**src/rtl/jk_ubus_pkg.sv**
```systemverilog
// Shared UBUS slave types: burst size encoding, responder FSM states, latched transfer context.
// Latency: none (types and a pure function only).
// Backpressure: n/a.
package jk_ubus_pkg;

  typedef enum logic [1:0] {
    SZ_1 = 2'b00,
    SZ_2 = 2'b01,
    SZ_4 = 2'b10,
    SZ_8 = 2'b11
  } ubus_size_e;

  typedef enum logic [1:0] {
    ST_IDLE,
    ST_WAIT,
    ST_DATA,
    ST_ERR
  } ubus_slv_state_e;

  typedef struct packed {
    logic       is_write;
    logic [2:0] last_beat;
  } ubus_xfer_t;

  function automatic logic [3:0] size_to_beats(input ubus_size_e sz);
    logic [3:0] beats;
    case (sz)
      SZ_1:    beats = 4'd1;
      SZ_2:    beats = 4'd2;
      SZ_4:    beats = 4'd4;
      SZ_8:    beats = 4'd8;
      default: beats = 4'd1;
    endcase
    return beats;
  endfunction

endpackage

```
**src/rtl/jk_ubus_slave_mem.sv**
```systemverilog
// Backing store for the slave window: one synchronous write port, one asynchronous read port.
// Latency: read is combinational, write lands on the clock edge.
// Backpressure: none; contents are deliberately not reset.
module jk_ubus_slave_mem #(
  parameter int DATA_W = 8,
  parameter int WORDS  = 256,
  parameter int IDX_W  = $clog2(WORDS)
) (
  input  logic              clk,
  input  logic              we,
  input  logic [IDX_W-1:0]  waddr,
  input  logic [DATA_W-1:0] wdata,
  input  logic [IDX_W-1:0]  raddr,
  output logic [DATA_W-1:0] rdata
);

  logic [DATA_W-1:0] mem [WORDS];

  always_ff @(posedge clk) begin
    if (we) begin
      mem[waddr] <= wdata;
    end
  end

  assign rdata = mem[raddr];

endmodule

```
**src/rtl/jk_ubus_mem_slave.sv**
```systemverilog
// UBUS slave responder: one decoded address window backed by RAM, 1/2/4/8-beat bursts, error on miss/RO write.
// Latency: beat k completes WAIT_CYCLES + k*(WAIT_CYCLES+1) + 1 cycles after the address-phase cycle.
// Backpressure: each beat is stalled WAIT_CYCLES cycles via wait_state; new requests are taken only in IDLE.
module jk_ubus_mem_slave
  import jk_ubus_pkg::*;
#(
  parameter int                ADDR_W      = 16,
  parameter int                DATA_W      = 8,
  parameter logic [ADDR_W-1:0] BASE_ADDR   = '0,
  parameter int                MEM_BYTES   = 256,
  parameter int                WAIT_CYCLES = 0,
  parameter int                RO          = 0
) (
  input  logic              clk,
  input  logic              reset,
  input  logic [ADDR_W-1:0] addr,
  input  logic [1:0]        size,
  input  logic              read,
  input  logic              write,
  input  logic              bip,
  input  logic [DATA_W-1:0] data_in,
  output logic [DATA_W-1:0] data_out,
  output logic              data_oe,
  output logic              wait_state,
  output logic              error,
  output logic              busy,
  output logic              proto_err
);

  localparam int BPB     = DATA_W / 8;
  localparam int LOG_BPB = $clog2(BPB);
  localparam int OFF_W   = $clog2(MEM_BYTES);
  localparam int WORDS   = MEM_BYTES / BPB;
  localparam int IDX_W   = OFF_W - LOG_BPB;

  localparam logic [ADDR_W:0] WIN_LO    = {1'b0, BASE_ADDR};
  localparam logic [ADDR_W:0] WIN_HI    = WIN_LO + (ADDR_W+1)'(MEM_BYTES - 1);
  localparam bit              HAS_WAIT  = (WAIT_CYCLES > 0);
  localparam logic [3:0]      WAIT_INIT = HAS_WAIT ? 4'(WAIT_CYCLES - 1) : 4'd0;

  ubus_slv_state_e   state_q, state_d;
  logic [3:0]        wait_q, wait_d;
  logic [2:0]        beat_q, beat_d;
  logic [ADDR_W-1:0] addr_q, addr_d;
  ubus_xfer_t        xfer_q, xfer_d;

  logic [3:0]        req_beats;
  logic [ADDR_W:0]   req_last;
  logic              req_hit;
  logic              last_beat;
  logic              bip_bad;
  logic              proto_set;
  logic              mem_we;
  logic [OFF_W-1:0]  offset;
  logic [IDX_W-1:0]  mem_idx;
  logic [DATA_W-1:0] mem_rdata;

  // Decode in ADDR_W+1 bits so a burst running off the top of the address space shows up as a miss.
  always_comb begin
    req_beats = size_to_beats(ubus_size_e'(size));
    req_last  = {1'b0, addr} + ((ADDR_W+1)'(req_beats) << LOG_BPB) - (ADDR_W+1)'(1);
    req_hit   = ({1'b0, addr} >= WIN_LO) && !req_last[ADDR_W] && (req_last <= WIN_HI);
  end

  always_comb begin
    state_d   = state_q;
    wait_d    = wait_q;
    beat_d    = beat_q;
    addr_d    = addr_q;
    xfer_d    = xfer_q;
    proto_set = 1'b0;
    mem_we    = 1'b0;
    last_beat = (beat_q == xfer_q.last_beat);
    bip_bad   = (bip == last_beat);

    case (state_q)
      ST_IDLE: begin
        if (read && write) begin
          proto_set = 1'b1;
        end else if (read || write) begin
          addr_d           = addr;
          beat_d           = '0;
          xfer_d.is_write  = write;
          xfer_d.last_beat = 3'(req_beats - 4'd1);
          if (!req_hit || (RO != 0 && write)) begin
            state_d = ST_ERR;
          end else if (HAS_WAIT) begin
            state_d = ST_WAIT;
            wait_d  = WAIT_INIT;
          end else begin
            state_d = ST_DATA;
          end
        end
      end

      ST_WAIT: begin
        if (wait_q == 4'd0) begin
          state_d = ST_DATA;
        end else begin
          wait_d = wait_q - 4'd1;
        end
      end

      ST_DATA: begin
        mem_we    = xfer_q.is_write;
        proto_set = bip_bad;
        addr_d    = addr_q + ADDR_W'(BPB);
        if (last_beat) begin
          state_d = ST_IDLE;
        end else begin
          beat_d = beat_q + 3'd1;
          if (HAS_WAIT) begin
            state_d = ST_WAIT;
            wait_d  = WAIT_INIT;
          end else begin
            state_d = ST_DATA;
          end
        end
      end

      ST_ERR: begin
        // bip is only checked here; the beat counter alone decides when the error phase ends.
        proto_set = bip_bad;
        if (last_beat) begin
          state_d = ST_IDLE;
        end else begin
          beat_d = beat_q + 3'd1;
        end
      end

      default: state_d = ST_IDLE;
    endcase
  end

  always_ff @(posedge clk or negedge reset) begin
    if (!reset) begin
      state_q   <= ST_IDLE;
      wait_q    <= '0;
      beat_q    <= '0;
      addr_q    <= '0;
      xfer_q    <= '0;
      proto_err <= 1'b0;
    end else begin
      state_q   <= state_d;
      wait_q    <= wait_d;
      beat_q    <= beat_d;
      addr_q    <= addr_d;
      xfer_q    <= xfer_d;
      proto_err <= proto_err | proto_set;
    end
  end

  assign offset  = OFF_W'(addr_q) - OFF_W'(BASE_ADDR);
  assign mem_idx = offset[OFF_W-1:LOG_BPB];

  jk_ubus_slave_mem #(
    .DATA_W (DATA_W),
    .WORDS  (WORDS)
  ) u_mem (
    .clk   (clk),
    .we    (mem_we),
    .waddr (mem_idx),
    .wdata (data_in),
    .raddr (mem_idx),
    .rdata (mem_rdata)
  );

  // All responses decode straight from the state register, so an async reset clears them at once.
  assign busy       = (state_q != ST_IDLE);
  assign wait_state = (state_q == ST_WAIT);
  assign error      = (state_q == ST_ERR);
  assign data_oe    = (state_q == ST_DATA) && !xfer_q.is_write;
  assign data_out   = data_oe ? mem_rdata : '0;

endmodule
```
**config.mk**
```make
export PLATFORM = sky130hd
export DESIGN_NAME = jk_ubus_mem_slave
export DESIGN_NICKNAME = d
export VERILOG_FILES = /design/src/rtl/jk_ubus_pkg.sv /design/src/rtl/jk_ubus_slave_mem.sv /design/src/rtl/jk_ubus_mem_slave.sv
export SDC_FILE = /design/constraint.sdc
export NUM_CORES = 2
export LEC_CHECK = 0
export BUFFER_PORTS_ARGS = -buffer_cell sky130_fd_sc_hd__buf_2
export CORE_MARGIN = 10
export CORE_UTILIZATION = 50
export CTS_CLUSTER_DIAMETER = 80
export DETAILED_ROUTE_END_ITERATION = 10
export PLACE_DENSITY = 0.65
export SLEW_MARGIN = 20
export SYNTH_ARGS = -nofsm -noshare
export SYNTH_HDL_FRONTEND = slang
export SYNTH_SLANG_ARGS = --single-unit
```
**constraint.sdc**
```tcl
create_clock -name clk -period 3.4 [get_ports clk]
set_clock_uncertainty 0.1 [all_clocks]
set_input_delay 0.68 -clock clk [delete_from_list [all_inputs] [get_ports clk]]
set_output_delay 0.68 -clock clk [all_outputs]
set_load 0.1 [all_outputs]
```
After elaboration in Yosys (flattened, before gate mapping)
Memories as Yosys holds them, arrays and structs flattened.
Cells that the tools add are included.
- bits in registers: 30
- RAM bits: 2048
- input port bits: 31
- output and inout bits: 13
- logic and storage cells: 70
- memories kept: 1
- memory list (memory ; depth ; width ; rd ports ; clocked after Yosys merged registers in ; write ports ; line ; text):
    u_mem.mem ; 256 ; 8 ; 1 ; 0 ; 1 ; jk_ubus_slave_mem.sv:17 ; logic [DATA_W-1:0] mem [WORDS];
- $add $sub $neg: 6
- order comparisons: 1
- eq/ne operators: 13
- muxes and demuxes: 21
- bitwise logic cells: 3
- reductions and logical operators: 18
- operator list (cell ; number):
    $mux W16 ; 2
    $pmux W16 S2 ; 1
    $add A16 B4 Y17 ; 1
    $le A17 B8 Y1 const B ; 1
    $sub A17 B1 Y17 const B ; 1
    $add A16 B1 Y16 const B ; 1
    $pmux W4 S4 ; 1
    $mux W2 ; 5
    $mux W3 ; 3
    $eq A2 B2 Y1 const B ; 4
    $mux W8 ; 1
    $pmux W2 S4 ; 1
    $reduce_and A4 Y1 ; 2
    $ne A2 B2 Y1 const B ; 3
    $pmux W3 S2 ; 1
    $reduce_and A3 Y1 ; 2
    $reduce_bool A2 Y1 ; 3
    $mux W1 ; 5
    $eq A2 B1 Y1 const B ; 2
    $logic_not A2 Y1 ; 2
    $logic_not A4 Y1 ; 1
    $ne A2 B1 Y1 const B ; 2
    $sub A4 B1 Y4 const B ; 1
    $add A3 B1 Y3 const B ; 1
    11 further kinds ; 15

Depth between registers and ports, before layout
- depth after elaboration: 10
- mapped depth: 13
- mapped depth without buffers: 13

Modules after synthesis
Synthesis repeated with hierarchy kept, for this count alone.
- cells, all modules: 4011
- area total of the unflattened synthesis: 81549.5 µm²
- modules (own cells, without submodules) (module ; times used ; cells each ; area an instance (µm²) ; seq. area each (µm²)):
    jk_ubus_slave_mem ; 1 ; 3725 ; 79396.1 ; 61499.0
    jk_ubus_mem_slave ; 1 ; 286 ; 2153.3 ; 550.5

Worst setup path before layout
Ideal clock, no wire load.
- path type: register to output
- from: reg state_q[1]
- to: out data_out[7]
- arrival time: 4.300 ns
- required time: 2.620 ns
- path slack: -1.680 ns
- stages on the path, launching flop included: 8
- buffers on the path: 2
- cell sequence: dfrtp_1 -> clkbuf_1 -> inv_1 -> or3_1 -> clkbuf_1 -> inv_1 -> nand3_1 -> o311ai_1
- longest elaborated chain between the ends: 3
- RTL lines (what ; line ; text):
    from (decl) ; jk_ubus_mem_slave.sv:41 ; ubus_slv_state_e state_q, state_d;
    from (signal assigned) ; jk_ubus_mem_slave.sv:144 ; state_q <= state_d;
    $eq A2 B2 Y1 ; jk_ubus_mem_slave.sv:172 ; assign data_oe = (state_q == ST_DATA) && !xfer_q.is_write;
    $logic_and A1 B1 Y1 ; jk_ubus_mem_slave.sv:172 ;
    via data_oe ; jk_ubus_mem_slave.sv:23 ; output logic data_oe,
    $mux W8 ; jk_ubus_mem_slave.sv:173 ; assign data_out = data_oe ? mem_rdata : '0;
    to (decl) ; jk_ubus_mem_slave.sv:22 ; output logic [DATA_W-1:0] data_out,
The timed path passes the listed nets, and every way through them passes these cells.

Final worst setup path
- from: reg addr_q[0]
- to: out data_out[4]
- longest elaborated chain between the ends: 2
- RTL lines (what ; line ; text):
    from (decl) ; jk_ubus_mem_slave.sv:44 ; logic [ADDR_W-1:0] addr_q, addr_d;
    from (signal assigned) ; jk_ubus_mem_slave.sv:147 ; addr_q <= addr_d;
    $mem_v2 Z256 W8 ; - ;
    $mux W8 ; jk_ubus_mem_slave.sv:173 ;
No other way between the ends.

==> results_dict.tcl <==
set metrics [dict create \
    postRouteAntennaNets 0 \
    rsz0062_at_grt "true" \
    drc 0 \
    vias 45372 \
    grtUsageTotal_pct 25.4 \
    rows 148 \
    synthTopCellsByArea "edfxtp_1 (75%), mux4_2 (14%), mux2i_1 (1.8%), nor2_1 (1.4%), dfrtp_1 (0.67%)" \
    wl_per_cell_um 31.9 \
    grt_pass1_vias 44316 \
    synth_warnings 0 \
    ys_ff_latch 2070 \
    synth_cells 3975 \
    syn_area_per_cell_um2 20.6 \
    finalHoldViolCount 0 \
    status "finished with violations" \
    n_fill_cell 11366 \
    worst_pin_slew_ps 960 \
    clk_latency_ps 850 \
    via_per_inst 6.26 \
    fp.dieH_um 424 \
    synth_ff_type "edfxtp_1" \
    total_power_mw 79.6 \
    overflow 0 \
    port_buffers 43 \
    finalSetupViolCount 8 \
    cts.sinks 2070 \
    cts.path.max_buffers 3 \
    p_leak_nw 33.3 \
    grt_start_max_net_pins 128 \
    failed_checks "negative setup slack" \
    irDropWorstVdd_v 0.000538 \
    drive_gt1_share_pct 37.0 \
    cts_tree "built" \
    area_growth_pct 21.9 \
    antenna_found_initial 1 \
    slew_viol_final 0 \
    yosys.area.top_type "edfxtp_1" \
    min_path_type "primary input to flop" \
    die_w_um 424 \
    p_per_area_nw_per_um2 799 \
    arrival_ps 4060 \
    synth_cell_type_count 76 \
    setup_slack_ps -1440 \
    wirelength_mm 231 \
    min_period_ps 4840 \
    dieArea_um2 180000 \
    slew_headroom_pct 35.8 \
    htree_levels 4 \
    fin_crit_sh_pct 142 \
    coreArea_um2 163000 \
    critPathRequiredTime_ps 2620 \
    rrSetupSlack_ps 60 \
    design_area_um2 99600 \
    drt_iter0_markers 6463 \
    ios 44 \
    clk_pin_slew_worst_paths_ps 60 \
    gp_congestion 0.963 \
    maxCapViolations 0 \
    synth.yosys.seq_area_share_pct 75.9 \
    cp_max_fo 10 \
    first_pass_iters 6 \
    grt_first_pass_wirelength_mm 330 \
    synth_top_cell_area_share_pct 75.3 \
    synthArstFlopShare_pct 1.06 \
    clock-root-buffer "clkbuf_16" \
    r2r_start "addr_q[2]" \
    hold_depth 1 \
    critical_path_class "flop to output pin" \
    fmax_mhz 207 \
    worst_r2r_endpoint "u_mem.mem[172][6]" \
    rr_worst_depth 9 \
    synth_area_um2 81700 \
    end_kind "output pin" \
    num-nets-final 4965 \
    hold_end "u_mem.mem[8][4]" \
    initial_core_util_pct 50.3 \
    syn_nets 4034 \
    hp-start "data_in[4]" \
    worstSetupStartpointType "flop" \
    synth-edff-count 2048 \
    hpwl_mm 151 \
    place_area_um2 91000 \
    cts-buffers-inserted 204 \
]
==> placed cells by master (no fill, tap or decap), types with 15 or more instances in the layout <==
master | netlist | layout
buf_12 | 0 | 90
nor2_1 | 310 | 306
ha_1 | 27 | 27
nand2_1 | 117 | 114
a22oi_1 | 70 | 58
inv_1 | 43 | 42
o21ai_0 | 51 | 35
clkinv_1 | 3 | 53
nand3_1 | 50 | 43
buf_16 | 0 | 21
o22ai_1 | 18 | 16
dfrtp_1 | 22 | 15
nor3_1 | 25 | 19
clkinv_2 | 0 | 39
buf_4 | 28 | 775
nand4_1 | 17 | 17
clkbuf_1 | 114 | 30
clkbuf_16 | 0 | 208
edfxtp_1 | 2048 | 2048
o211ai_1 | 15 | 15
mux2i_1 | 150 | 136
a21oi_1 | 53 | 47
buf_6 | 29 | 22
buf_2 | 46 | 26
mux4_2 | 495 | 495
bufinv_16 | 0 | 19
==> where the power goes <==
part | switching (mW) | total, mW | internal [mW]
clock network | 9.77 | 22.3 | 12.6
registers | 0.222 | 28.5 | 28.3
logic | 15.5 | 28.8 | 13.3
==> sequential cells by signal (all words and copies together) (netlist names) <==
signal and count:
u_mem.mem 2048, addr_q 8, wait_q 4, state_q 2, beat_q 3, xfer_q 4, proto_err 1
==> repair_timing <==
| action | in CTS | in global routing |
|---|---|---|
| hold buffers | 4 | 0 |
| buffers inserted | 38 | 36 |
| endpoints found under the setup margin | 9 | 12 |
| resized for setup | 119 | 70 |
| hold endpoints to repair | 33 | 0 |
| pin swaps | 28 | 29 |
| cloned | 12 | 3 |
==> kinds of logic (layout without fill, tap and decap cells) <==
logic type / count (synthesis) / after routing / share of synthesized area [%]
adder cells (fa/ha/maj): 28 / 28 / 0.438
XOR/XNOR: 11 / 11 / 0.118
buffers and inverters: 279 / 1376 / 1.76
other: 0 / 3 / 0
AO/OA/AOI/OAI: 330 / 330 / 2.82
multiplexers: 661 / 661 / 15.7
AND/OR/NAND/NOR: 596 / 596 / 3.23
flip-flops: 2070 / 2070 / 75.9
==> Yosys cell counts (11+ instances only) <==
master	instances
nand2b_1	16
mux4_2	495
buf_2	46
buf_4	28
ha_1	27
nand3_1	50
mux2_2	16
o21ai_0	51
dfrtp_1	22
inv_1	43
mux2i_1	150
nand4_1	17
nand2_1	117
a31oi_1	15
nor2b_1	11
o211ai_1	15
a221oi_1	16
edfxtp_1	2048
buf_1	15
buf_6	29
nor3_1	25
o22ai_1	18
nor2_1	310
a21oi_1	53
a22oi_1	70
clkbuf_1	114
==> metal layers <==
metal	up-vias	part of all wire (%)	routed length, um	global-route usage, %
li1	18368	-	-	-
met1	23797	40	92100	36.7
met2	2745	45	105000	37.7
met3	460	11	24700	5.96
met4	2	4.1	9500	10.1
met5	-	0.0048	11	0
==> through the flow <==
step	hold WS [ps]	utilization (%)	setup slack (ps)	instances	TNS [ps]
after floorplan	284	-	-58.4	3975	-179
after detailed placement	379	56.0	-1100	6789	-6130
after global routing	69.5	61.2	-1500	7247	-11420
final	89.1	61.2	-1440	7250	-10960
after global placement	362	56.0	-1130	6789	-6160
after CTS	24.5	60.9	-1490	7214	-11520
==> critical path, cell delays in order (launching register included) <==
cell      delay [ps]
dfrtp_4          450
buf_12           160
buf_16           170
buf_16           140
mux4_2           550
mux4_2           500
nand3_1          100
o211ai_1         300
buf_4            270
a32oi_2          210
a21oi_4          130
buf_12           190
==> worst max path at each step <==
stage / from / end / slack (ps)
after floorplan: addr_q[0] / data_out[7] / -60
after global placement: addr_q[0] / data_out[3] / -1130
after detailed placement: addr_q[0] / data_out[3] / -1100
after CTS: addr_q[0] / data_out[4] / -1490
after global routing: addr_q[0] / data_out[4] / -1500
final: addr_q[0] / data_out[4] / -1440
==> area by class of cell <==
cell class | instances | area [um^2] | share of cell area, %
Antenna cell | 3 | 7.51 | 0.00754
Clock buffer | 235 | 5240 | 5.26
Clock inverter | 137 | 1410 | 1.41
Inverter | 46 | 189 | 0.190
Multi-Input combinational cell | 1626 | 19000 | 19.0
Sequential cell | 2070 | 62100 | 62.3
Tap cell | 2175 | 2720 | 2.73
Timing Repair Buffer | 958 | 8990 | 9.03
Note: power is estimated with default switching activity, not from simulation.
